===== src/rtl/debug_snapshot_streamer_if.sv =====
// UART RX/TX byte handshake plus the data-RAM read port owned by the debug streamer.
interface debug_snapshot_streamer_if #(
    parameter int WORD_W = 32,
    parameter int RAM_AW = 8
) ();
    logic [7:0]        rx_data;
    logic              rx_available;
    logic              rx_read;
    logic [7:0]        tx_data;
    logic              tx_valid;
    logic              tx_ready;
    logic              ram_src;
    logic [RAM_AW-1:0] ram_addr;
    logic [WORD_W-1:0] ram_data;

    modport master (
        input  rx_data, rx_available, tx_ready, ram_data,
        output rx_read, tx_data, tx_valid, ram_src, ram_addr
    );

    modport slave (
        output rx_data, rx_available, tx_ready, ram_data,
        input  rx_read, tx_data, tx_valid, ram_src, ram_addr
    );
endinterface


===== src/rtl/debug_snapshot_streamer.sv =====
// UART-driven step/run controller that streams a snapshot + RAM dump + trailer per halt.
// All outputs registered; one byte per accepted transfer, waits indefinitely on tx_ready low.
module debug_snapshot_streamer #(
    parameter int          WORD_W         = 32,
    parameter int          NUM_WORDS      = 16,
    parameter int          RAM_AW         = 8,
    parameter int          RAM_DUMP_WORDS = 32,
    parameter logic [7:0]  CMD_STEP       = 8'h73,
    parameter logic [7:0]  CMD_CONT       = 8'h63,
    parameter logic [7:0]  CMD_RESET      = 8'h72,
    parameter logic [7:0]  TRAILER        = 8'hFF
) (
    input  logic                        clk_i,
    input  logic                        rst_ni,
    debug_snapshot_streamer_if.master   bus,
    input  logic                        end_of_program_i,
    input  logic [NUM_WORDS*WORD_W-1:0] snapshot_bus_i,
    output logic                        pipe_enable_o,
    output logic                        pipe_reset_o,
    output logic                        led_idle_o,
    output logic                        led_step_o,
    output logic                        led_run_o,
    output logic                        led_send_o,
    output logic [15:0]                 sent_count_o
);
    localparam int BPW       = WORD_W / 8;
    localparam int SR_W      = NUM_WORDS * WORD_W;
    localparam int REG_BYTES = NUM_WORDS * BPW;
    localparam int BC_W      = $clog2(REG_BYTES + 1);
    localparam int LAST_RAM  = (RAM_DUMP_WORDS > 0) ? RAM_DUMP_WORDS - 1 : 0;

    typedef enum logic [3:0] {
        S_IDLE, S_STEP, S_RUN, S_CAPTURE, S_SEND_REGS,
        S_RAM_ADDR, S_RAM_WAIT, S_SEND_RAM, S_SEND_TRAIL
    } state_e;

    state_e            state_q, state_d;
    logic [SR_W-1:0]   sr_q, sr_d, cap_sr;
    logic [BC_W-1:0]   bcnt_q, bcnt_d;
    logic [RAM_AW-1:0] ram_addr_q, ram_addr_d;
    logic              ram_src_q, ram_src_d;
    logic              tx_valid_q, tx_valid_d;
    logic              rx_read_q, rx_read_d;
    logic              pipe_en_q, pipe_en_d;
    logic              pipe_rst_q, pipe_rst_d;
    logic [15:0]       sent_q, sent_d;
    logic [3:0]        led_q, led_d;
    logic              xfer;

    // Reorder so word 0 sits at the top: the outgoing byte is always sr_q's top byte.
    for (genvar k = 0; k < NUM_WORDS; k++) begin : g_cap
        assign cap_sr[(NUM_WORDS-1-k)*WORD_W +: WORD_W] = snapshot_bus_i[k*WORD_W +: WORD_W];
    end

    assign xfer = tx_valid_q & bus.tx_ready;

    always_comb begin
        state_d    = state_q;
        sr_d       = sr_q;
        bcnt_d     = bcnt_q;
        ram_addr_d = ram_addr_q;
        ram_src_d  = ram_src_q;
        tx_valid_d = tx_valid_q;
        rx_read_d  = 1'b0;
        pipe_en_d  = 1'b0;
        pipe_rst_d = 1'b0;
        sent_d     = sent_q;
        if (xfer && sent_q != 16'hFFFF) begin
            sent_d = sent_q + 16'd1;
        end

        case (state_q)
            S_IDLE: begin
                // Skip the cycle the pop is in flight: the FIFO head is still the old byte.
                if (bus.rx_available && !rx_read_q) begin
                    rx_read_d = 1'b1;
                    if (bus.rx_data == CMD_STEP) begin
                        state_d   = S_STEP;
                        pipe_en_d = 1'b1;
                    end else if (bus.rx_data == CMD_CONT) begin
                        state_d   = S_RUN;
                        pipe_en_d = 1'b1;
                    end else if (bus.rx_data == CMD_RESET) begin
                        pipe_rst_d = 1'b1;
                    end
                end
            end
            S_STEP: state_d = S_CAPTURE;
            S_RUN: begin
                if (end_of_program_i) begin
                    state_d = S_CAPTURE;
                end else begin
                    pipe_en_d = 1'b1;
                end
            end
            S_CAPTURE: begin
                sr_d       = cap_sr;
                bcnt_d     = BC_W'(REG_BYTES - 1);
                sent_d     = 16'd0;
                ram_addr_d = '0;
                tx_valid_d = 1'b1;
                state_d    = S_SEND_REGS;
            end
            S_SEND_REGS: begin
                if (xfer) begin
                    sr_d = sr_q << 8;
                    if (bcnt_q == '0) begin
                        tx_valid_d = 1'b0;
                        if (RAM_DUMP_WORDS > 0) begin
                            state_d   = S_RAM_ADDR;
                            ram_src_d = 1'b1;
                        end else begin
                            state_d             = S_SEND_TRAIL;
                            sr_d[SR_W-1 -: 8]   = TRAILER;
                            tx_valid_d          = 1'b1;
                        end
                    end else begin
                        bcnt_d = bcnt_q - 1'b1;
                    end
                end
            end
            S_RAM_ADDR: state_d = S_RAM_WAIT;
            S_RAM_WAIT: begin
                sr_d[SR_W-1 -: WORD_W] = bus.ram_data;
                bcnt_d                 = BC_W'(BPW - 1);
                tx_valid_d             = 1'b1;
                state_d                = S_SEND_RAM;
            end
            S_SEND_RAM: begin
                if (xfer) begin
                    sr_d = sr_q << 8;
                    if (bcnt_q == '0) begin
                        if (ram_addr_q == RAM_AW'(LAST_RAM)) begin
                            state_d           = S_SEND_TRAIL;
                            ram_src_d         = 1'b0;
                            ram_addr_d        = '0;
                            sr_d[SR_W-1 -: 8] = TRAILER;
                        end else begin
                            tx_valid_d = 1'b0;
                            ram_addr_d = ram_addr_q + 1'b1;
                            state_d    = S_RAM_ADDR;
                        end
                    end else begin
                        bcnt_d = bcnt_q - 1'b1;
                    end
                end
            end
            S_SEND_TRAIL: begin
                if (xfer) begin
                    tx_valid_d = 1'b0;
                    state_d    = S_IDLE;
                end
            end
            default: state_d = S_IDLE;
        endcase

        case (state_d)
            S_IDLE:  led_d = 4'b0001;
            S_STEP:  led_d = 4'b0010;
            S_RUN:   led_d = 4'b0100;
            default: led_d = 4'b1000;
        endcase
    end

    always_ff @(posedge clk_i) begin
        if (!rst_ni) begin
            state_q    <= S_IDLE;
            sr_q       <= '0;
            bcnt_q     <= '0;
            ram_addr_q <= '0;
            ram_src_q  <= 1'b0;
            tx_valid_q <= 1'b0;
            rx_read_q  <= 1'b0;
            pipe_en_q  <= 1'b0;
            pipe_rst_q <= 1'b0;
            sent_q     <= 16'd0;
            led_q      <= 4'b0001;
        end else begin
            state_q    <= state_d;
            sr_q       <= sr_d;
            bcnt_q     <= bcnt_d;
            ram_addr_q <= ram_addr_d;
            ram_src_q  <= ram_src_d;
            tx_valid_q <= tx_valid_d;
            rx_read_q  <= rx_read_d;
            pipe_en_q  <= pipe_en_d;
            pipe_rst_q <= pipe_rst_d;
            sent_q     <= sent_d;
            led_q      <= led_d;
        end
    end

    assign bus.rx_read    = rx_read_q;
    assign bus.tx_data    = sr_q[SR_W-1 -: 8];
    assign bus.tx_valid   = tx_valid_q;
    assign bus.ram_src    = ram_src_q;
    assign bus.ram_addr   = ram_addr_q;
    assign pipe_enable_o  = pipe_en_q;
    assign pipe_reset_o   = pipe_rst_q;
    assign led_idle_o     = led_q[0];
    assign led_step_o     = led_q[1];
    assign led_run_o      = led_q[2];
    assign led_send_o     = led_q[3];
    assign sent_count_o   = sent_q;
endmodule


===== src/flat_wrapper.sv =====
// flat-port wrapper written by rule: the top's interface ports become plain ports
module debug_snapshot_streamer_flat 
#(
    parameter int          WORD_W         = 32,
    parameter int          NUM_WORDS      = 16,
    parameter int          RAM_AW         = 8,
    parameter int          RAM_DUMP_WORDS = 32,
    parameter logic [7:0]  CMD_STEP       = 8'h73,
    parameter logic [7:0]  CMD_CONT       = 8'h63,
    parameter logic [7:0]  CMD_RESET      = 8'h72,
    parameter logic [7:0]  TRAILER        = 8'hFF
)
  (clk_i, rst_ni, end_of_program_i, snapshot_bus_i, pipe_enable_o, pipe_reset_o, led_idle_o, led_step_o, led_run_o, led_send_o, sent_count_o, bus_rx_data, bus_rx_available, bus_tx_ready, bus_ram_data, bus_rx_read, bus_tx_data, bus_tx_valid, bus_ram_src, bus_ram_addr);
  debug_snapshot_streamer_if #(.WORD_W(WORD_W), .RAM_AW(RAM_AW)) bus_i ();
  input  logic clk_i;
  input  logic rst_ni;
  input  logic end_of_program_i;
  input  logic [NUM_WORDS*WORD_W-1:0] snapshot_bus_i;
  output logic pipe_enable_o;
  output logic pipe_reset_o;
  output logic led_idle_o;
  output logic led_step_o;
  output logic led_run_o;
  output logic led_send_o;
  output logic [15:0] sent_count_o;
  input wire logic [$bits(bus_i.rx_data)-1:0] bus_rx_data;
  input wire logic [$bits(bus_i.rx_available)-1:0] bus_rx_available;
  input wire logic [$bits(bus_i.tx_ready)-1:0] bus_tx_ready;
  input wire logic [$bits(bus_i.ram_data)-1:0] bus_ram_data;
  output wire logic [$bits(bus_i.rx_read)-1:0] bus_rx_read;
  output wire logic [$bits(bus_i.tx_data)-1:0] bus_tx_data;
  output wire logic [$bits(bus_i.tx_valid)-1:0] bus_tx_valid;
  output wire logic [$bits(bus_i.ram_src)-1:0] bus_ram_src;
  output wire logic [$bits(bus_i.ram_addr)-1:0] bus_ram_addr;
  assign bus_i.rx_data = bus_rx_data;
  assign bus_i.rx_available = bus_rx_available;
  assign bus_i.tx_ready = bus_tx_ready;
  assign bus_i.ram_data = bus_ram_data;
  assign bus_rx_read = bus_i.rx_read;
  assign bus_tx_data = bus_i.tx_data;
  assign bus_tx_valid = bus_i.tx_valid;
  assign bus_ram_src = bus_i.ram_src;
  assign bus_ram_addr = bus_i.ram_addr;
  debug_snapshot_streamer #(.WORD_W(WORD_W), .NUM_WORDS(NUM_WORDS), .RAM_AW(RAM_AW), .RAM_DUMP_WORDS(RAM_DUMP_WORDS), .CMD_STEP(CMD_STEP), .CMD_CONT(CMD_CONT), .CMD_RESET(CMD_RESET), .TRAILER(TRAILER)) u_core (.clk_i(clk_i), .rst_ni(rst_ni), .bus(bus_i), .end_of_program_i(end_of_program_i), .snapshot_bus_i(snapshot_bus_i), .pipe_enable_o(pipe_enable_o), .pipe_reset_o(pipe_reset_o), .led_idle_o(led_idle_o), .led_step_o(led_step_o), .led_run_o(led_run_o), .led_send_o(led_send_o), .sent_count_o(sent_count_o));
endmodule

===== config.mk =====
export PLATFORM = sky130hd
export DESIGN_NAME = debug_snapshot_streamer_flat
export DESIGN_NICKNAME = d
export VERILOG_FILES = /design/src/rtl/debug_snapshot_streamer_if.sv /design/src/rtl/debug_snapshot_streamer.sv /design/src/flat_wrapper.sv
export SDC_FILE = /design/constraint.sdc
export NUM_CORES = 1
export LEC_CHECK = 0
export BUFFER_PORTS_ARGS = -buffer_cell sky130_fd_sc_hd__buf_2
export CAP_MARGIN = 20
export CORE_AREA = 2 2 232 234
export DETAILED_ROUTE_END_ITERATION = 7
export DIE_AREA = 0 0 234 236
export PLACE_DENSITY = 0.68
export RECOVER_POWER = 50
export REMOVE_ABC_BUFFERS = 1
export SLEW_MARGIN = 10
export SYNTH_ARGS = -nofsm -noshare
export SYNTH_HDL_FRONTEND = slang
export SYNTH_SLANG_ARGS = --single-unit

===== constraint.sdc =====
create_clock -name clk_i -period 6.15 [get_ports clk_i]
set_input_delay 0 -clock clk_i [delete_from_list [all_inputs] [get_ports clk_i]]
set_output_delay 0 -clock clk_i [all_outputs]
set_load 0.01 [all_outputs]

# Word level (Yosys, flattened, before mapping)
# Index checks and enable logic that the tools add are counted.
[totals] reg_bits=556 latchBits=0 mem_bits_rw=0 rom_bits=0 in_bits=557 elab_cells=111 mem_count=0
[op_classes] addsub=3 n_mul=0 div_mod_pow=0 magnitude_cmp=0 eq_ne=24 shift=0 n_mux=45 bitwise_logic=4 n_reduce_logical=23
[ops] op="$pmux 480 s3" n=1
[ops] op="$mux 512" n=2
[ops] op="$pmux 32 s4" n=1
[ops] op="$mux 4" n=10
[ops] op="$mux 8" n=5
[ops] op="$pmux 4 s9" n=1
[ops] op="$eq 8x7->1 const B" n=3
[ops] op="$pmux 7 s3" n=1
[ops] op="$mux 1" n=17
[ops] op="$add 16x1->16 const B" n=1
[ops] op="$eq 4x3->1 const B" n=4
[ops] op="$ne 16x16->1 const B" n=1
[ops] op="$pmux 8 s2" n=1
[ops] op="$mux 7" n=2
[ops] op="$ne 2x1->1 const B" n=7
[ops] op="$eq 4x2->1 const B" n=3
[ops] op="$pmux 4 s3" n=1
[ops] op="$reduce_and 3->1" n=4
[ops] op="$add 8x1->8 const B" n=1
[ops] op="$eq 4x1->1 const B" n=2
[ops] op="$eq 8x5->1 const B" n=1
[ops] op="$logic_not 4->1" n=2
[ops] op="$reduce_bool 4->1" n=2
[ops] op="$logic_not 7->1" n=1
[ops] op="other kinds (16)" n=25

# Longest topological paths before layout
# Gate-level depths: netlist of the first run.
[depth] word_depth=7 mapped_depth=8 depth_no_buf=7

# Worst setup path before layout of the first run
# OpenSTA, ideal clock, no wires.
[synth_path] path_kind="reg2reg" startpoint="register u_core.bcnt_q[0]" endpoint="register u_core.ram_addr_q[0] (netlist: u_core.bus.ram_addr[0])" arrival_time_ps=1920 t_required_ps=6026 path_slack_ps=4106 path_stages_with_launch=8 n_path_buf=0 path_cell_list="dfxtp_1 inv_1 ha_1 or4b_4 o41ai_4 nand2_1 o21ai_2 nor2_1"
[synth_via] elab_chain_len=3
[synth_rtl] item="from (decl)" line="debug_snapshot_streamer.sv:39" rtl="logic [BC_W-1:0] bcnt_q, bcnt_d;"
[synth_rtl] item="from (signal assigned)" line="debug_snapshot_streamer.sv:181" rtl="bcnt_q <= bcnt_d;"
[synth_rtl] item="$logic_not 7->1" line="debug_snapshot_streamer.sv:132" rtl="if (bcnt_q == '0) begin"
[synth_rtl] item="$ne 2x1->1 (no source line)"
[synth_rtl] item="$reduce_and 3->1 (no source line)"
[synth_rtl] item="to (signal assigned)" line="debug_snapshot_streamer.sv:182" rtl="ram_addr_q <= ram_addr_d;"
[synth_rtl] item="to (decl)" line="debug_snapshot_streamer.sv:40" rtl="logic [RAM_AW-1:0] ram_addr_q, ram_addr_d;"
# No other way between the ends.
# A chain may end at the register's enable or synchronous reset.

# Worst setup path after layout of the first run
[layout_path] startpoint="register u_core.state_q[0]" endpoint="register u_core.sr_q[174]"
[layout_via] elab_chain_len=3 word_cells_on_any_way=8
[layout_rtl] item="from (decl)" line="debug_snapshot_streamer.sv:37" rtl="state_e state_q, state_d;"
[layout_rtl] item="from (signal assigned)" line="debug_snapshot_streamer.sv:179" rtl="state_q <= state_d;"
[layout_rtl] item="$eq 4x3->1 or $eq 4x2->1 (tied branches)" line="debug_snapshot_streamer.sv:72" rtl="case (state_q)"
[layout_rtl] item="$ne 2x1->1 (no source line) or $reduce_bool 3->1 (tied branches)"
[layout_rtl] item="$reduce_and 3->1 (no source line)"
[layout_rtl] item="to (signal assigned)" line="debug_snapshot_streamer.sv:180" rtl="sr_q <= sr_d;"
[layout_rtl] item="to (decl)" line="debug_snapshot_streamer.sv:38" rtl="logic [SR_W-1:0] sr_q, sr_d, cap_sr;"
# Several ways; a longest one is shown, not always the timed one.

==> results of run 1 <==
tightest hold or removal path: stages:
cell and delay [ns]:
buf_2 0.07, nand4bb_1 0.16, nor2_1 0.08, nand3_1 0.11
nand4_1 0.13, nor2b_1 0.12
cells by family after synthesis:
logic type               Yosys count  share of synthesized area [%]
AND/OR/NAND/NOR                 1616                           26.3
AO/OA/AOI/OAI                    607                           21.3
flip-flops                       556                           46.2
buffers and inverters            304                           5.37
XOR/XNOR                          17                          0.618
adder cells (fa/ha/maj)            3                          0.156
through the flow:
| stage | std cells | utilization (%) | setup WS, ns | area [um2] |
|---|---|---|---|---|
| global placement | 4123 | 50.9 | 2.94 | 27000 |
| CTS | 4780 | 64.8 | 2.70 | 34400 |
| global route | 4801 | 64.7 | 1.17 | 34300 |
| finish | 4803 | 64.7 | 1.41 | 34400 |
| detailed placement | 4123 | 50.9 | 2.89 | 27000 |
| floorplan | 2803 | - | -15.50 | 22800 |
synthesized netlist by cell type (9+ instances only):
library cell | number | share of area, %
a211oi_1 | 26 | 0.81
xor2_1 | 14 | 0.51
clkbuf_1 | 172 | 2.7
buf_2 | 98 | 2.0
o21ai_0 | 19 | 0.39
a21oi_1 | 24 | 0.50
nand3_1 | 21 | 0.44
nand2_1 | 983 | 15
a222oi_1 | 24 | 1.0
o31ai_1 | 9 | 0.28
nor2_1 | 539 | 8.4
buf_1 | 22 | 0.34
a311oi_1 | 473 | 17
dfxtp_1 | 556 | 46
worst max-delay path by stage:
stage | end | slack [ns] | depth (start not counted)
final | u_core.sr_q[174] | 1.41 | 5
after detailed placement | u_core.sr_q[258] | 2.89 | 7
after CTS | u_core.sr_q[485] | 2.70 | 6
after floorplan | u_core.sr_q[100] | -15.50 | 4
after global placement | u_core.sr_q[258] | 2.94 | 7
after global routing | u_core.sr_q[199] | 1.17 | 5
power breakdown:
| group | switching [W] | internal, W |
|---|---|---|
| logic | 0.000268 | 0.000393 |
| clock network | 0.00142 | 0.00194 |
| registers | 0.00000147 | 0.00360 |
| total | 0.00169 | 0.00594 |
registers in the layout, indices dropped and copies added, names as in the netlist, 4 cells and up:
register,flops
u_core.sent_count_o,16
u_core.state_q,4
u_core.bus.ram_addr,8
u_core.bcnt_q,7
u_core.led_q,4
u_core.sr_q,512
timing repair:
| item | in CTS | in global routing |
|---|---|---|
| hold buffers | 559 | 0 |
| hold endpoints to repair | 531 | 0 |
| setup endpoints to repair | 0 | 0 |
| setup buffers | 0 | 0 |
cell type report:
| class | count | area [um2] |
|---|---|---|
| fill | 4191 | 18700 |
| multi-input combinational | 2243 | 11700 |
| sequential | 556 | 11100 |
| timing repair buffer | 1184 | 8810 |
| clock buffer | 90 | 1720 |
| tap | 696 | 871 |
| clock inverter | 8 | 71.3 |
| antenna | 22 | 55.1 |
| inverter | 4 | 22.5 |
routing by layer:
layer	vias to the layer above	global-route usage, %	routed length (um)
met5	-	0	0
met4	0	16.2	4770
met3	357	6.50	6820
met2	1301	47.3	39200
met1	12600	36.1	33900
li1	12800	-	-
==> results.yml, run 1 <==
outcome:
  status: "complete, but fails checks"
  failed_checks: "capacitance limit, slew limit"
power_and_ir_drop:
  power.leakage_nw: 13.1
  worst_ir_drop_vdd_uv: 197
  power.density_mw_per_mm2: 222
  power_w: 0.00763
sta:
  hold-worst-slack_ns: 0.109
  timing.final.setup_violations: 0
  finClkSkew_ns: 0.0162
  worst_slew_margin_rel_pct: -96.0
  final_max_slew_viol_count: 596
  unrepaired_setup_endpoints_after_global_routing: "false"
  fin_tns_setup_ns: 0
  actual_slew_at_the_worst_max_slew_pin_ns: 2.94
  post_route_fraction_of_the_period_consumed_by_the_critical_path_pct: 77.1
  max_freq_mhz: 211
  report.final.hold_viol_count: 0
  finalCriticalPeriod_ns: 4.74
place:
  place_hpwl_um: 47000
  gp_congestion: 0.879
  port_buffers: 597
clock_network:
  clk_pin_slew_worst_paths_ns: 0.06
  htreeDepth: 2
  clock-root-buffer: "clkbuf_16"
  clockBufferDepth: 3
  cts-buffers-inserted: 58
  postCtsResizedCells: 0
  cts_tree: "built"
  clock_insertion_delay_worst_skew_ns: 0.60
  cts.sinks: 556
setup_path:
  critical_path.reg2reg.endpoint: "u_core.sr_q[174]"
  r2r_setup_slack_ns: 1.41
  critical_path.startpoint_type: "flip-flop"
  cp_data_arrival_time_ns: 5.22
  cpMaxStageDelayCell: "clkbuf_1"
  worstPathRequired_ns: 6.63
  r2r.worst_path.cells: 5
  timing_startpoint_of_the_critical_path: "u_core.state_q[0]"
  critical_path.n_buffers_inverters: 1
  critPathMaxFanout: 67
  gate_family_responsible_for_the_most_delay_along_the_worst_path: "buffers and inverters"
  setup.worst_path.end_class: "flip-flop"
  cp_cell_sequence: "xor2_1, nor2_4, clkbuf_1, nand2_1, a311oi_1"
  reg2reg_from: "u_core.state_q[0]"
  worstSetupPathType: "flip-flop to flip-flop"
  max_stage_delay_ns: 2.14
route:
  drtIter0Drc: 2503
  drc_violations_left: 0
  routedWlPerCell_um: 17.7
  drt.antenna.violating_nets: 0
  drtPass1Iterations: 8
  avgViaCountPerCell: 5.64
  detail_route.wirelength_um: 84800
  vias: 27100
die:
  fp.dieW_um: 234
  initial_utilization_pct: 45.4
  design.die.area_mm2: 0.0552
  rows: 85
  floorplan.core_area_mm2: 0.0531
  die_height_um: 236
  top_level_ports: 598
layout:
  syn_to_final_growth_pct: 42.5
  most-common-layout-cells: "nand2_1 (982), dlygate4sd3_1 (559), buf_2 (556), dfxtp_1 (556), nor2_1 (538)"
  finalNetCount: 4607
  final_common_cell: "nand2_1"
  layout-drive-gt1-share_pct: 16.2
logic_synthesis:
  ys.flop_type: "dfxtp_1"
  synth_enable_flop_cells: 0
  post_synthesis_area_per_instance_um2: 7.77
  async_flop_share_pct: 0
  synth_seq_cells: 556
  synth.cell_area_mm2: 0.0241
  post_synth_num_cell_types: 58
  postSynthCellCount: 3103
  synth_warnings: 0
  yosysSeqAreaShare_pct: 46.2
grt:
  grt_max_degree: 248
  grt_pass1_vias: 26300
  track_usage_pct: 29.3
  overall_overflow_remaining_after_global_route: 0
  initial_antenna_violation_count: 22
  grt_pass1_wl_um: 133000
hold_path:
  min_delay_worst_endpoint: "u_core.led_q[2]"
  timing.hold.worst.class: "primary input to flip-flop"
  min_path_cells: 6
  hold_path.startpoint: "bus_rx_data[2]"
flow_run:
  max_cap_viol_count: 7
(Power assumes the default switching activity.)
==> run 2: changes to the inputs <==
CORE_AREA = 2 2 234 236   (was 2 2 232 234)
DIE_AREA = 0 0 236 238   (was 0 0 234 236)
PLACE_DENSITY = 0.7   (was 0.68)
clock period = 3.9 ns   (was 6.15 ns; I/O delays follow)
==> run 2 against run 1 <==
The run ends with DRC left. First-iteration DRC count shrank 0.64%. Worst hold slack lost 0.017 ns. Worst setup slack lost 0.84 ns. Register-to-register slack lost 0.84 ns. Flip-flop and latch count is the same. Clock skew grew 0.012 ns. Critical endpoint is now u_core.sr_q[9].
==> results.yml, run 2 (same netlist as run 1, synthesis figures left out) <==
sta:
  timing.final.setup_violations: 0
  post_route_fraction_of_the_period_consumed_by_the_critical_path_pct: 85.3
  report.final.hold_viol_count: 0
  max_freq_mhz: 301
  finClkSkew_ns: 0.0283
  unrepaired_setup_endpoints_after_global_routing: "false"
  hold-worst-slack_ns: 0.0916
  finalCriticalPeriod_ns: 3.33
  actual_slew_at_the_worst_max_slew_pin_ns: 1.40
  final_max_slew_viol_count: 0
  worst_slew_margin_rel_pct: 6.15
route:
  avgViaCountPerCell: 5.71
  vias: 27400
  routedWlPerCell_um: 18.5
  drtIter0Drc: 2487
  drt.antenna.violating_nets: 0
  drtPass1Iterations: 8
  drc_violations_left: 17
  detail_route.wirelength_um: 89000
grt:
  initial_antenna_violation_count: 14
  top_usage_layer: "met2"
  grt_pass1_vias: 26700
  grt_max_degree: 202
  overall_overflow_remaining_after_global_route: 0
  use_met2_pct: 48.7
  grtUsageMet3_pct: 6.92
  grt_pass1_wl_um: 139000
  track_usage_pct: 30.2
  grtUsageMet1_pct: 36.7
die:
  floorplan.core_area_mm2: 0.0535
  design.die.area_mm2: 0.0562
  fp.dieW_um: 236
  initial_utilization_pct: 45.1
  die_height_um: 238
  rows: 85
  top_level_ports: 598
setup_path:
  reg2reg_from: "u_core.bus.tx_valid"
  cp_cell_sequence: "and2_0, o21ai_0, a21oi_1, buf_12, clkbuf_4, nor2_1, a311oi_1"
  worstSetupPathType: "flip-flop to flip-flop"
  critical_path.startpoint_type: "flip-flop"
  r2r.worst_path.cells: 7
  r2r_setup_slack_ns: 0.57
  critical_path.reg2reg.endpoint: "u_core.sr_q[9]"
  max_stage_delay_ns: 0.91
  worstPathRequired_ns: 4.40
  setup.worst_path.end_class: "flip-flop"
  cp_data_arrival_time_ns: 3.83
  critPathMaxFanout: 105
  cpMaxStageDelayCell: "clkbuf_4"
power_and_ir_drop:
  worst_ir_drop_vdd_uv: 335
  power.internal_w: 0.00943
  power.switching_w: 0.00275
  power.leakage_nw: 13.2
  power.clock.fraction_pct: 44.5
  p_comb_share_pct: 8.9
  seq_power_share_pct: 46.7
  power.density_mw_per_mm2: 353
  sw_frac_of_total_pct: 22.6
layout:
  final_cells: 4802
  most-common-layout-cells: "nand2_1 (983), dlygate4sd3_1 (556), buf_2 (556), dfxtp_1 (556), nor2_1 (538)"
  stdcell_area_mm2: 0.0345
  final_common_cell: "nand2_1"
  layout-drive-gt1-share_pct: 16.6
  finalNetCount: 4614
  final_core_utilization_pct: 64.5
  largest_register_ff_count: 512
  register_containing_the_most_flip_flops_in_the_final_layout: "u_core.sr_q"
  syn_to_final_growth_pct: 43.2
place:
  place_hpwl_um: 48900
  port_buffers: 597
  placed_area_mm2: 0.0272
  gp_congestion: 0.864
  dp.cells: 4134
clock_network:
  clock_insertion_delay_worst_skew_ns: 0.61
  cts.sinks: 556
  htreeDepth: 2
  cts-buffers-inserted: 58
  cts_tree: "built"
  clk_pin_slew_worst_paths_ns: 0.06
  postCtsResizedCells: 0
  clockBufferDepth: 3
  clock-root-buffer: "clkbuf_16"
hold_path:
  timing.hold.worst.class: "primary input to flip-flop"
  hold_path.startpoint: "bus_rx_available"
  min_path_cells: 5
  min_delay_worst_endpoint: "u_core.led_q[2]"
outcome:
  status: "complete, but fails checks"
  failed_checks: "DRC"
flow_run:
  max_cap_viol_count: 0
## run 2: cell types whose count changed in the layout (fill, tap and decap cells not counted), sizes merged
cell         delta
diode           -8
dlygate4sd3     -3
clkbuf          -8
buf            +15
bufinv          +1
inv             -1
clkinv          +2
clkinvlp        +1
## run 2: power by group through the flow
stage	clock [W]	combinational [W]	sequential, W
finish	0.00542	0.00108	0.00568
global route	0.00572	0.00114	0.00568
CTS	0.00549	0.00102	0.00568
detailed placement	0	0.000583	0.00581
global placement	0	0.000586	0.00581
floorplan	0	0.000183	0.00581
## run 2: how the worst max path moves through the flow
stage | endpoint | depth (start not counted) | startpoint
3_3_place_gp | u_core.sr_q[39] | 6 | u_core.state_q[2]
2_1_floorplan | u_core.sr_q[100] | 4 | u_core.state_q[2]
3_5_place_dp | u_core.sr_q[353] | 7 | u_core.state_q[2]
6_report | u_core.sr_q[9] | 7 | u_core.bus.tx_valid
4_1_cts | u_core.sr_q[507] | 6 | u_core.state_q[0]
5_1_grt | u_core.bcnt_q[0] | 6 | u_core.state_q[2]
## run 2: through the flow
stage	setup slack [ns]	TNS, ns	power [W]
after floorplan	-17.75	-9097.05	0.00599
after detailed placement	1.31	0	0.00639
after CTS	0.930	0	0.0122
after global placement	1.44	0	0.00639
after global routing	0.320	0	0.0125
final	0.573	0	0.0122
## run 2: metal layers
metal  wire length (um)  part of all wire [%]
met1              34600                    39
met2              40700                    46
met3               8030                   9.0
met4               5660                   6.4
met5                 60                 0.067
## run 2: area by class of cell
cell class / instances / area [um2]
fillers: 4153 / 19000
multi-input cells: 2243 / 11700
flip-flops and latches: 556 / 11100
repair buffers: 1191 / 8980
clock buffers: 87 / 1710
well taps: 696 / 871
clock inverters: 11 / 121
diodes: 14 / 35.0
inverters: 4 / 22.5
## run 2: critical path, delay by kind of cell, from the launching register on
kind	cells	cell delay (ns)
AOI/OAI and AO/OA	3	0.93
buffers and inverters	2	1.24
DFF	1	0.43
and+or+nand+nor	2	0.58
## run 2: what timing repair did
action	CTS	global route
endpoints found under the setup margin	0	0
endpoints found under the hold margin	530	0
buffers inserted	0	0
hold buffers	556	0
